### src/rtl/unit_share_pkg.sv
// -----------------------------------------------------------------------------
// unit_share_pkg
// Shared types and helpers for the unit-sharing arbiter slice.
//   word_t  : signed operand/result word handled by the shared compute unit
//   tag_t   : one tag-pipeline stage, {valid, requester id}
//   pick_t  : result of a round-robin search, {found, index}
//   rr_pick : round-robin search over a request vector starting at a pointer
// Widths are sized for the largest supported requester count (16), so the
// id/index fields are always 4 bits. Modules with fewer requesters use the
// low bits only.
// -----------------------------------------------------------------------------
package unit_share_pkg;

    localparam int WORD_W  = 32;
    localparam int MAX_N   = 16;
    localparam int MAX_IDW = 4;

    typedef logic signed [WORD_W-1:0] word_t;

    typedef struct packed {
        logic               v;
        logic [MAX_IDW-1:0] id;
    } tag_t;

    typedef struct packed {
        logic               found;
        logic [MAX_IDW-1:0] idx;
    } pick_t;

    // Scan valid[] starting at ptr and wrapping modulo n; the first set bit
    // wins. The loop runs over the maximum size so it elaborates to a fixed
    // priority structure, with positions beyond n simply disabled.
    function automatic pick_t rr_pick(input logic [MAX_N-1:0]   valid,
                                      input logic [MAX_IDW-1:0] ptr,
                                      input int                 n);
        pick_t result;
        int    j;
        result = '0;
        for (int k = 0; k < MAX_N; k++) begin
            if (k < n) begin
                j = (int'(ptr) + k) % n;
                if (!result.found && valid[j[MAX_IDW-1:0]]) begin
                    result.found = 1'b1;
                    result.idx   = j[MAX_IDW-1:0];
                end
            end
        end
        return result;
    endfunction

endpackage

### src/rtl/unit_share_arbiter_rr_arbiter.sv
// -----------------------------------------------------------------------------
// rr_arbiter
// Round-robin arbiter that owns the search pointer.
//   clk      : clock, rising edge
//   rst      : asynchronous active-high reset
//   req      : per-requester request vector
//   advance  : a grant was actually taken this cycle; moves the pointer
//   gnt      : one-hot grant (or zero), combinational from req and pointer
//   gnt_idx  : binary index of the granted requester (only meaningful with gnt)
// -----------------------------------------------------------------------------
module rr_arbiter
    import unit_share_pkg::*;
#(
    parameter int N   = 4,
    parameter int IDW = (N > 1) ? $clog2(N) : 1
) (
    input  logic           clk,
    input  logic           rst,
    input  logic [N-1:0]   req,
    input  logic           advance,
    output logic [N-1:0]   gnt,
    output logic [IDW-1:0] gnt_idx
);

    logic [IDW-1:0]     ptr;
    logic [IDW-1:0]     ptr_next;
    logic [MAX_N-1:0]   req_ext;
    logic [MAX_IDW-1:0] ptr_ext;
    pick_t              pick;

    // Widen the request vector and pointer to the package's fixed search width
    // and run the round-robin search. The grant is forced to zero while reset
    // is asserted so nothing can be accepted during reset.
    always_comb begin
        req_ext          = '0;
        req_ext[N-1:0]   = req;
        ptr_ext          = '0;
        ptr_ext[IDW-1:0] = ptr;
        pick             = rr_pick(req_ext, ptr_ext, N);
        gnt              = '0;
        gnt_idx          = pick.idx[IDW-1:0];
        if (pick.found && !rst) begin
            gnt[pick.idx[IDW-1:0]] = 1'b1;
        end
    end

    // The pointer moves to the requester just after the winner, wrapping from
    // the last requester back to zero. An explicit compare handles requester
    // counts that are not a power of two. With one requester this always
    // yields zero.
    always_comb begin
        if (int'(pick.idx) >= N - 1) begin
            ptr_next = '0;
        end else begin
            ptr_next = pick.idx[IDW-1:0] + IDW'(1);
        end
    end

    // The pointer only moves when a grant was consumed. Otherwise it holds, so
    // a requester that drops its request without being served does not disturb
    // the fairness order.
    always_ff @(posedge clk or posedge rst) begin
        if (rst) begin
            ptr <= '0;
        end else if (advance) begin
            ptr <= ptr_next;
        end
    end

endmodule

### src/rtl/unit_share_arbiter.sv
// -----------------------------------------------------------------------------
// unit_share_arbiter
// Shares one fixed-latency compute unit between N requesters. Requests are
// granted round-robin, one operand is issued per cycle, and the id of each
// in-flight operand travels down a tag pipeline. Each result is then steered
// back to the requester that issued it.
//   clk, rst    : clock (rising edge), asynchronous active-high reset
//   req_valid   : per-requester request valid
//   req_data    : per-requester operands, slice i at [i*W +: W]
//   req_ready   : one-hot (or zero) accept, combinational
//   unit_a      : registered operand to the shared unit
//   unit_valid  : unit_a carries a live operand this cycle
//   unit_b      : unit result, LAT cycles after the matching unit_valid
//   rsp_valid   : one-hot result strobe, no backpressure
//   rsp_data    : result payload shared by all requesters (zero when idle)
//   busy        : any operation still in flight
// -----------------------------------------------------------------------------
module unit_share_arbiter
    import unit_share_pkg::*;
#(
    parameter int N   = 4,
    parameter int LAT = 2,
    parameter int W   = 32,
    parameter int IDW = (N > 1) ? $clog2(N) : 1
) (
    input  logic           clk,
    input  logic           rst,
    input  logic [N-1:0]   req_valid,
    input  logic [N*W-1:0] req_data,
    output logic [N-1:0]   req_ready,
    output logic [W-1:0]   unit_a,
    output logic           unit_valid,
    input  logic [W-1:0]   unit_b,
    output logic [N-1:0]   rsp_valid,
    output logic [W-1:0]   rsp_data,
    output logic           busy
);

    logic           transfer;
    logic [IDW-1:0] gnt_idx;
    logic [W-1:0]   grant_data;
    logic [IDW-1:0] unit_id;
    tag_t           tag_in;
    tag_t           tags [LAT];
    tag_t           aligned;

    rr_arbiter #(
        .N   (N),
        .IDW (IDW)
    ) u_rr_arbiter (
        .clk     (clk),
        .rst     (rst),
        .req     (req_valid),
        .advance (transfer),
        .gnt     (req_ready),
        .gnt_idx (gnt_idx)
    );

    // The grant is one-hot, so the winner's operand is selected with an
    // AND-OR over the one-hot vector rather than a variable part select.
    always_comb begin
        transfer   = |(req_valid & req_ready);
        grant_data = '0;
        for (int i = 0; i < N; i++) begin
            if (req_ready[i]) begin
                grant_data = req_data[i*W +: W];
            end
        end
    end

    // Issue register. The operand and its requester id are captured together
    // on an accept. unit_a keeps its old value on idle cycles because only
    // unit_valid qualifies it.
    always_ff @(posedge clk or posedge rst) begin
        if (rst) begin
            unit_valid <= 1'b0;
            unit_a     <= '0;
            unit_id    <= '0;
        end else begin
            unit_valid <= transfer;
            if (transfer) begin
                unit_a  <= grant_data;
                unit_id <= gnt_idx;
            end
        end
    end

    // Stage 0 samples the issue register, not the raw grant. The unit's LAT
    // cycles start when it sees unit_a, so the last stage then lines up
    // exactly with unit_b.
    always_comb begin
        tag_in              = '0;
        tag_in.v            = unit_valid;
        tag_in.id[IDW-1:0]  = unit_id;
    end

    // Tag pipeline: shifts every cycle unconditionally. Reset clears every
    // stage, so results already inside the unit are dropped.
    always_ff @(posedge clk or posedge rst) begin
        if (rst) begin
            for (int i = 0; i < LAT; i++) begin
                tags[i] <= '0;
            end
        end else begin
            tags[0] <= tag_in;
            for (int i = 1; i < LAT; i++) begin
                tags[i] <= tags[i-1];
            end
        end
    end

    // Response steering is combinational from unit_b. The payload is zeroed
    // when the aligned tag is empty so garbage on unit_b never escapes.
    always_comb begin
        aligned   = tags[LAT-1];
        rsp_valid = '0;
        rsp_data  = '0;
        if (aligned.v) begin
            rsp_valid[aligned.id[IDW-1:0]] = 1'b1;
            rsp_data                       = unit_b;
        end
    end

    // Busy covers the issue register and every tag stage.
    always_comb begin
        busy = unit_valid;
        for (int i = 0; i < LAT; i++) begin
            busy = busy | tags[i].v;
        end
    end

endmodule

### config.mk
export PLATFORM = sky130hd
export DESIGN_NAME = unit_share_arbiter
export DESIGN_NICKNAME = d
export VERILOG_FILES = /design/src/rtl/unit_share_pkg.sv /design/src/rtl/unit_share_arbiter_rr_arbiter.sv /design/src/rtl/unit_share_arbiter.sv
export SDC_FILE = /design/constraint.sdc
export NUM_CORES = 1
export LEC_CHECK = 0
export ABC_AREA = 1
export CORE_MARGIN = 5
export CORE_UTILIZATION = 35
export DETAILED_ROUTE_END_ITERATION = 12
export PLACE_DENSITY = 0.76
export RECOVER_POWER = 50
export SLEW_MARGIN = 40
export SYNTH_ARGS = -nofsm -noshare
export SYNTH_HDL_FRONTEND = slang
export SYNTH_SLANG_ARGS = --single-unit
### constraint.sdc
create_clock -name clk -period 2.9 [get_ports clk]
set_input_delay 0.58 -clock clk [delete_from_list [all_inputs] [get_ports clk]]
set_output_delay 0.58 -clock clk [all_outputs]
set_load 0.01 [all_outputs]
==> results.toml <==
[run_status]
status = "finished clean"

[floorplan]
dieWidth_microns = 118
die_h_microns = 118
dieArea_sq_um = 14000
rows = 39
coreArea_sq_um = 11500
io_pins = 240
initial_core_util_pct = 35.9

[detailed_routing]
routed_wl_microns = 16100
viasPerCell = 4.87
vias = 5195
drt_iter0_drc = 338
dr.pass1.iters = 5
drc = 0
antenna_left = 0
avgRoutedWirePerCell_microns = 15.1

[clock_tree]
cts_buffer_depth = 2
clkSinkCount = 43
cts.clk_slew.worst_paths_ns = 0.06
cts_root_buffer = "clkbuf_16"
hold_buffers = 0
htree_levels = 2
clock_latency_ns = 0.28
cts_buffers = 5
cts_tree = "yes"

[flow_run]
maxCapViolCount = 0

[cells_and_area]
fin_cells = 1066
fin_nets = 1093
fillerInstances = 1107
drive_gt1_share_pct = 9.97
mostFrequentLayoutCells = "nand2_1 (246), clkdlybuf4s50_1 (209), inv_1 (107), nand4_1 (102), dfrtp_1 (41)"
antenna_cells = 0
syn2layout_area_growth_pct = 70.1
final_util_pct = 61.0
final_common_cell = "nand2_1"

[global_route]
first_global_vias = 4455
grt_pass1_wl_microns = 24400
gr-total-overflow = 0
grt_util_all_layers_pct = 20.9
grt_start_max_net_pins = 144
antenna_found_initial = 1

[timing]
finalSetupViolCount = 0
rsz0062_at_grt = "true"
layout_setup_ws_ns = 0.0607
skew_ns = 0.00790
drv_slew = 0
fin_setup_tns_ns = 0
slew_headroom_pct = 57.2
tightest_slew_ns = 0.643
fin_crit_sh_pct = 97.9
fmax_mhz = 352
period_needed_ns = 2.84
hold_viol = 0
holdWs_ns = 0.349

[power]
p_leak_uw = 0.00373
peakVddDrop_uv = 785
p_comb_share_pct = 78.9
switching_share_pct = 51.1
power.share.clock_pct = 8.1
p_sw_uw = 3850
internal-power_uw = 3680
powerDensity_nw_per_um2 = 1080
p_seq_share_pct = 12.9

[place]
gp_congestion = 0.872
pre_cts_slack_ns = -0.636
dpl.hpwl_microns = 11500
placed_cells_incl_taps = 1053
numPortBuffers = 239

[worst_setup_path]
worstPathArrival_ns = 2.26
critPathKind = "flip-flop to output port"
required_ns = 2.32
slowest_delay_ns = 0.48
start_kind = "flip-flop"
crit_chain = "clkinv_4 -> nand2_2 -> nand2_2 -> nand2_2 -> nand2_4 -> nor2_4 -> nand2_1 -> o211ai_1 -> nand2_1 -> inv_2 -> ha_2 -> nand2_2 -> inv_1 -> buf_4"
cp_common_cell = "nand2_2"
end_kind = "output port"
cp_slowest_cell = "dfrtp_2"
cp_max_fo = 8

[synthesis]
async_flop_share_pct = 100
ys_types = 26
synth_seq_cells = 43
synth_top_area_share_pct = 26.2
synth_seq_area_share_pct = 26.2
synth_area_sq_um = 4110
synth_ff_type = "dfrtp_1"
yosysTopAreaCell = "dfrtp_1"
synth_edf_count = 0
synthTopCellsByArea = "dfrtp_1 (26%), nand2_1 (24%), nand4_1 (16%)"
avgSynthCellArea_sq_um = 5.82
syn_nets = 876
yosysWarnings = 0
netlist_instances = 706

[hold_path]
hold_class = "flip-flop to flip-flop"
## worst max-delay path, delay by kind of cell (launching register included)
family / cells / cell delay [ns]
simple gates: 8 / 0.70
flops: 1 / 0.48
buf+inv: 4 / 0.41
compound gates: 1 / 0.21
fa+ha+maj: 1 / 0.19
## flip-flops by register name, indices dropped and copies added (netlist names)
name,cells
unit_a,32
unit_id,2
u_rr_arbiter.ptr,2
aligned,3
tags,3
unit_valid,1
## path summary, 6_finish.rpt
kind / startpoint / to / slack [ns] / cells after the start
hold / removal: tags[5] / aligned[0] / 0.35 / 0
setup / recovery: u_rr_arbiter.ptr[0] / req_ready[3] / 0.06 / 14
hold reg to reg: tags[5] / aligned[0] / 0.35 / 0
min in group asynchronous: rst / u_rr_arbiter.ptr[1] / 1.01 / 3
max in group asynchronous: rst / unit_a[10] / 1.37 / 3
setup reg to reg: u_rr_arbiter.ptr[0] / unit_a[16] / 0.16 / 19
## through the flow
step	area (sq um)	total power, uW
finish	6990	7540
global route	6990	8280
CTS	6790	6950
detailed placement	6630	6250
global placement	6620	6180
floorplan	4120	4500
## cell type report
class	count	area [sq um]	area share, %
inverter	115	438	6.26
clock inverter	1	30.0	0.429
tap	143	179	2.56
sequential	43	1080	15.4
clock buffer	6	129	1.84
multi-input combinational	489	2430	34.7
timing repair buffer	269	2710	38.7
## power by group through the flow
stage | Combinational, uW | Clock, uW | Sequential (uW)
2_1_floorplan | 3510 | 0 | 991
3_3_place_gp | 5210 | 0 | 976
3_5_place_dp | 5270 | 0 | 979
4_1_cts | 5350 | 626 | 974
5_1_grt | 6630 | 655 | 1000
6_report | 5950 | 613 | 973
## synthesized netlist by cell type, types with 2 or more instances
| library cell | count |
|---|---|
| buf_6 | 4 |
| o21ai_0 | 4 |
| or2_0 | 20 |
| dfrtp_1 | 43 |
| buf_1 | 3 |
| nand3_1 | 35 |
| nand4_1 | 102 |
| or2_2 | 12 |
| ha_1 | 4 |
| buf_2 | 9 |
| nor2_1 | 38 |
| inv_1 | 113 |
| clkbuf_2 | 2 |
| nor3_1 | 4 |
| buf_4 | 9 |
| nand2_2 | 5 |
| clkbuf_1 | 32 |
| nand2_1 | 259 |
## layer usage
metal  routed length (microns)  vias up  GRT usage [%]
li1                          -     2648              -
met1                      6570     2282           27.8
met2                      7670      240           34.2
met3                      1490       23           5.40
met4                       347        2           5.03
met5                        13        -              0
## cells by family (layout without fill, tap and decap cells)
| kind of cell | count (synthesis) | after routing | share of synthesized area, % |
|---|---|---|---|
| buffers and inverters | 174 | 391 | 17.9 |
| AND/OR/NAND/NOR | 478 | 478 | 53.7 |
| flip-flops | 43 | 43 | 26.2 |
| adder cells (fa/ha/maj) | 4 | 4 | 1.22 |
| AO/OA/AOI/OAI | 7 | 7 | 1.03 |
## repair_timing
action,in CTS,in global routing
buffers inserted,2,3
resized for setup,25,46
endpoints found under the setup margin,41,41
pin swaps,6,9
cloned,0,1
Note: power is estimated with default switching activity, not from simulation.
==> patch (same flow settings) <==
Reset style: synchronous (`rst`), changed in 3 clocked blocks. Comments in the files are not updated.
--- a/src/rtl/unit_share_arbiter_rr_arbiter.sv
+++ b/src/rtl/unit_share_arbiter_rr_arbiter.sv
@@ -61,3 +61,3 @@
     // the fairness order.
-    always_ff @(posedge clk or posedge rst) begin
+    always_ff @(posedge clk) begin
         if (rst) begin
--- a/src/rtl/unit_share_arbiter.sv
+++ b/src/rtl/unit_share_arbiter.sv
@@ -73,3 +73,3 @@
     // unit_valid qualifies it.
-    always_ff @(posedge clk or posedge rst) begin
+    always_ff @(posedge clk) begin
         if (rst) begin
@@ -98,3 +98,3 @@
     // stage, so results already inside the unit are dropped.
-    always_ff @(posedge clk or posedge rst) begin
+    always_ff @(posedge clk) begin
         if (rst) begin
Formal check against the unedited RTL: differs if rst is asserted again (counterexample within 4 cycles, from zero or initial values and one cycle with rst high); with rst held inactive, the same outputs for 10 cycles.
==> patch against the unedited design <==
  * Wire length decreased by 10%
  * Worst setup slack got worse by 0.0093 ns
  * Sequential cell count unchanged
  * Design area decreased by 5.7%
  * Area after synthesis decreased by 11%
  * Largest cell class unchanged
Power is not compared: it rests on default switching activity, and its combinational part moved more than twofold at a synthesized area within 25%.
==> patch: results (changes against the unedited design) <==
Outcome
  – Status: complete, no violations (unchanged)

Drt
  – Post-DR vias/cell: 4.30 (was 4.87)
  – Post-detailed-route wirelength per cell: 13.0 µm (was 15.1 µm)
  – 1st-pass router iterations: 4 (was 5)
  – Post-Route WL: 14400 µm (was 16100 µm)

Clocking
  – Clock root buffer master: sky130_fd_sc_hd__clkbuf_8 (was sky130_fd_sc_hd__clkbuf_16)
  – Clock Pin Slew Worst Setup and Hold Paths: 0.09 ns (was 0.06 ns)
  – Worst-skew pair later-pin latency: 0.29 ns

Placement
  – Dpl cell area: 0.00627 mm² (was 0.00663 mm²)
  – Pre-CTS setup slack: -0.709 ns (was -0.636 ns)
  – Last weighted congestion value of the routability-driven placer: 0.896 (was 0.872)

GRT
  – Number of global-route vias before repair: 4337 (was 4455)
  – GRT Resource Usage Total: 21.5% (was 20.9%)
  – Maximum number of pins on one net before global-route repair: 65 (was 144)
  – Wire length of the first global-routing pass: 22400 µm (was 24400 µm)

Finish
  – Layout Cell Area excl Fill: 0.00659 mm² (was 0.00699 mm²)
  – Fin nets: 1143 (was 1093)
  – Share of post-route cells with drive strength above 1: 10.5% (was 9.97%)

STA
  – Clock Skew: 0.0144 ns (was 0.00790 ns)
  – Crit path time final: 2.85 ns (was 2.84 ns)
  – Final hold slack: 0.405 ns (was 0.349 ns)
  – Slew @ Worst Pin: 0.569 ns (was 0.643 ns)

Yosys
  – Post-synthesis adder-cell area fraction: 1.36% (was 1.22%)
  – Cells taking the most area after synthesis: sky130_fd_sc_hd__nand2_1, sky130_fd_sc_hd__dfxtp_1, sky130_fd_sc_hd__inv_1, sky130_fd_sc_hd__nor2_1, sky130_fd_sc_hd__buf_4 (was sky130_fd_sc_hd__dfrtp_1, sky130_fd_sc_hd__nand2_1, sky130_fd_sc_hd__nand4_1, sky130_fd_sc_hd__inv_1, sky130_fd_sc_hd__nand3_1)
  – Primary FF master, synth: sky130_fd_sc_hd__dfxtp_1 (was sky130_fd_sc_hd__dfrtp_1)
  – Post-synthesis sequential area ratio: 23.4% (was 26.2%)
  – Number of distinct library cells after synthesis: 30 (was 26)
  – Cell count after synthesis: 728 (was 706)
  – Top cells by instance count after synthesis: sky130_fd_sc_hd__nand2_1, sky130_fd_sc_hd__inv_1, sky130_fd_sc_hd__nor2_1 (was sky130_fd_sc_hd__nand2_1, sky130_fd_sc_hd__inv_1, sky130_fd_sc_hd__nand4_1)
  – Syn Nets: 898 (was 876)
  – Compound-Gate Fraction of Synth Area: 1.33% (was 1.03%)
  – Share of synthesized flip-flops with an asynchronous set or reset: 0% (was 100%)

Power
  – Total power consumption of the routed design: 4000 µW

Critical path
  – Register-to-Register Path Depth: 18 (was 19)
  – Cell with the biggest individual delay on the critical path: sky130_fd_sc_hd__dfxtp_4 (was sky130_fd_sc_hd__dfrtp_2)

Min path
  – Number of cells on the worst hold path: 2 (was 0)
patch: what timing repair did:
item	in CTS	in global routing
hold endpoints to repair	0	0
resized for setup	33	47
setup buffers	2	3
pin swaps	3	18
endpoints found under the setup margin	41	40
patch: layout make-up:
cell class	instances	area [µm²]
clock buffers	6	72.6
clock inverters	2	60.1
fillers	992	3690
inverters	123	465
multi-input cells	527	2250
flip-flops and latches	43	866
well taps	136	170
repair buffers	273	2700
patch: metal layers:
| metal | global-route usage [%] | wire [µm] |
|---|---|---|
| met5 | 0 | 0 |
| met4 | 4.01 | 235 |
| met3 | 4.85 | 1020 |
| met2 | 36.7 | 6880 |
| met1 | 27.9 | 6310 |
patch: final timing paths:
path / from / endpoint
setup / recovery: u_rr_arbiter.ptr[0] / req_ready[1]
hold / removal: tags[0][1] / tags[0][6]
setup reg to reg: u_rr_arbiter.ptr[0] / unit_a[17]
hold reg to reg: tags[0][1] / tags[0][6]
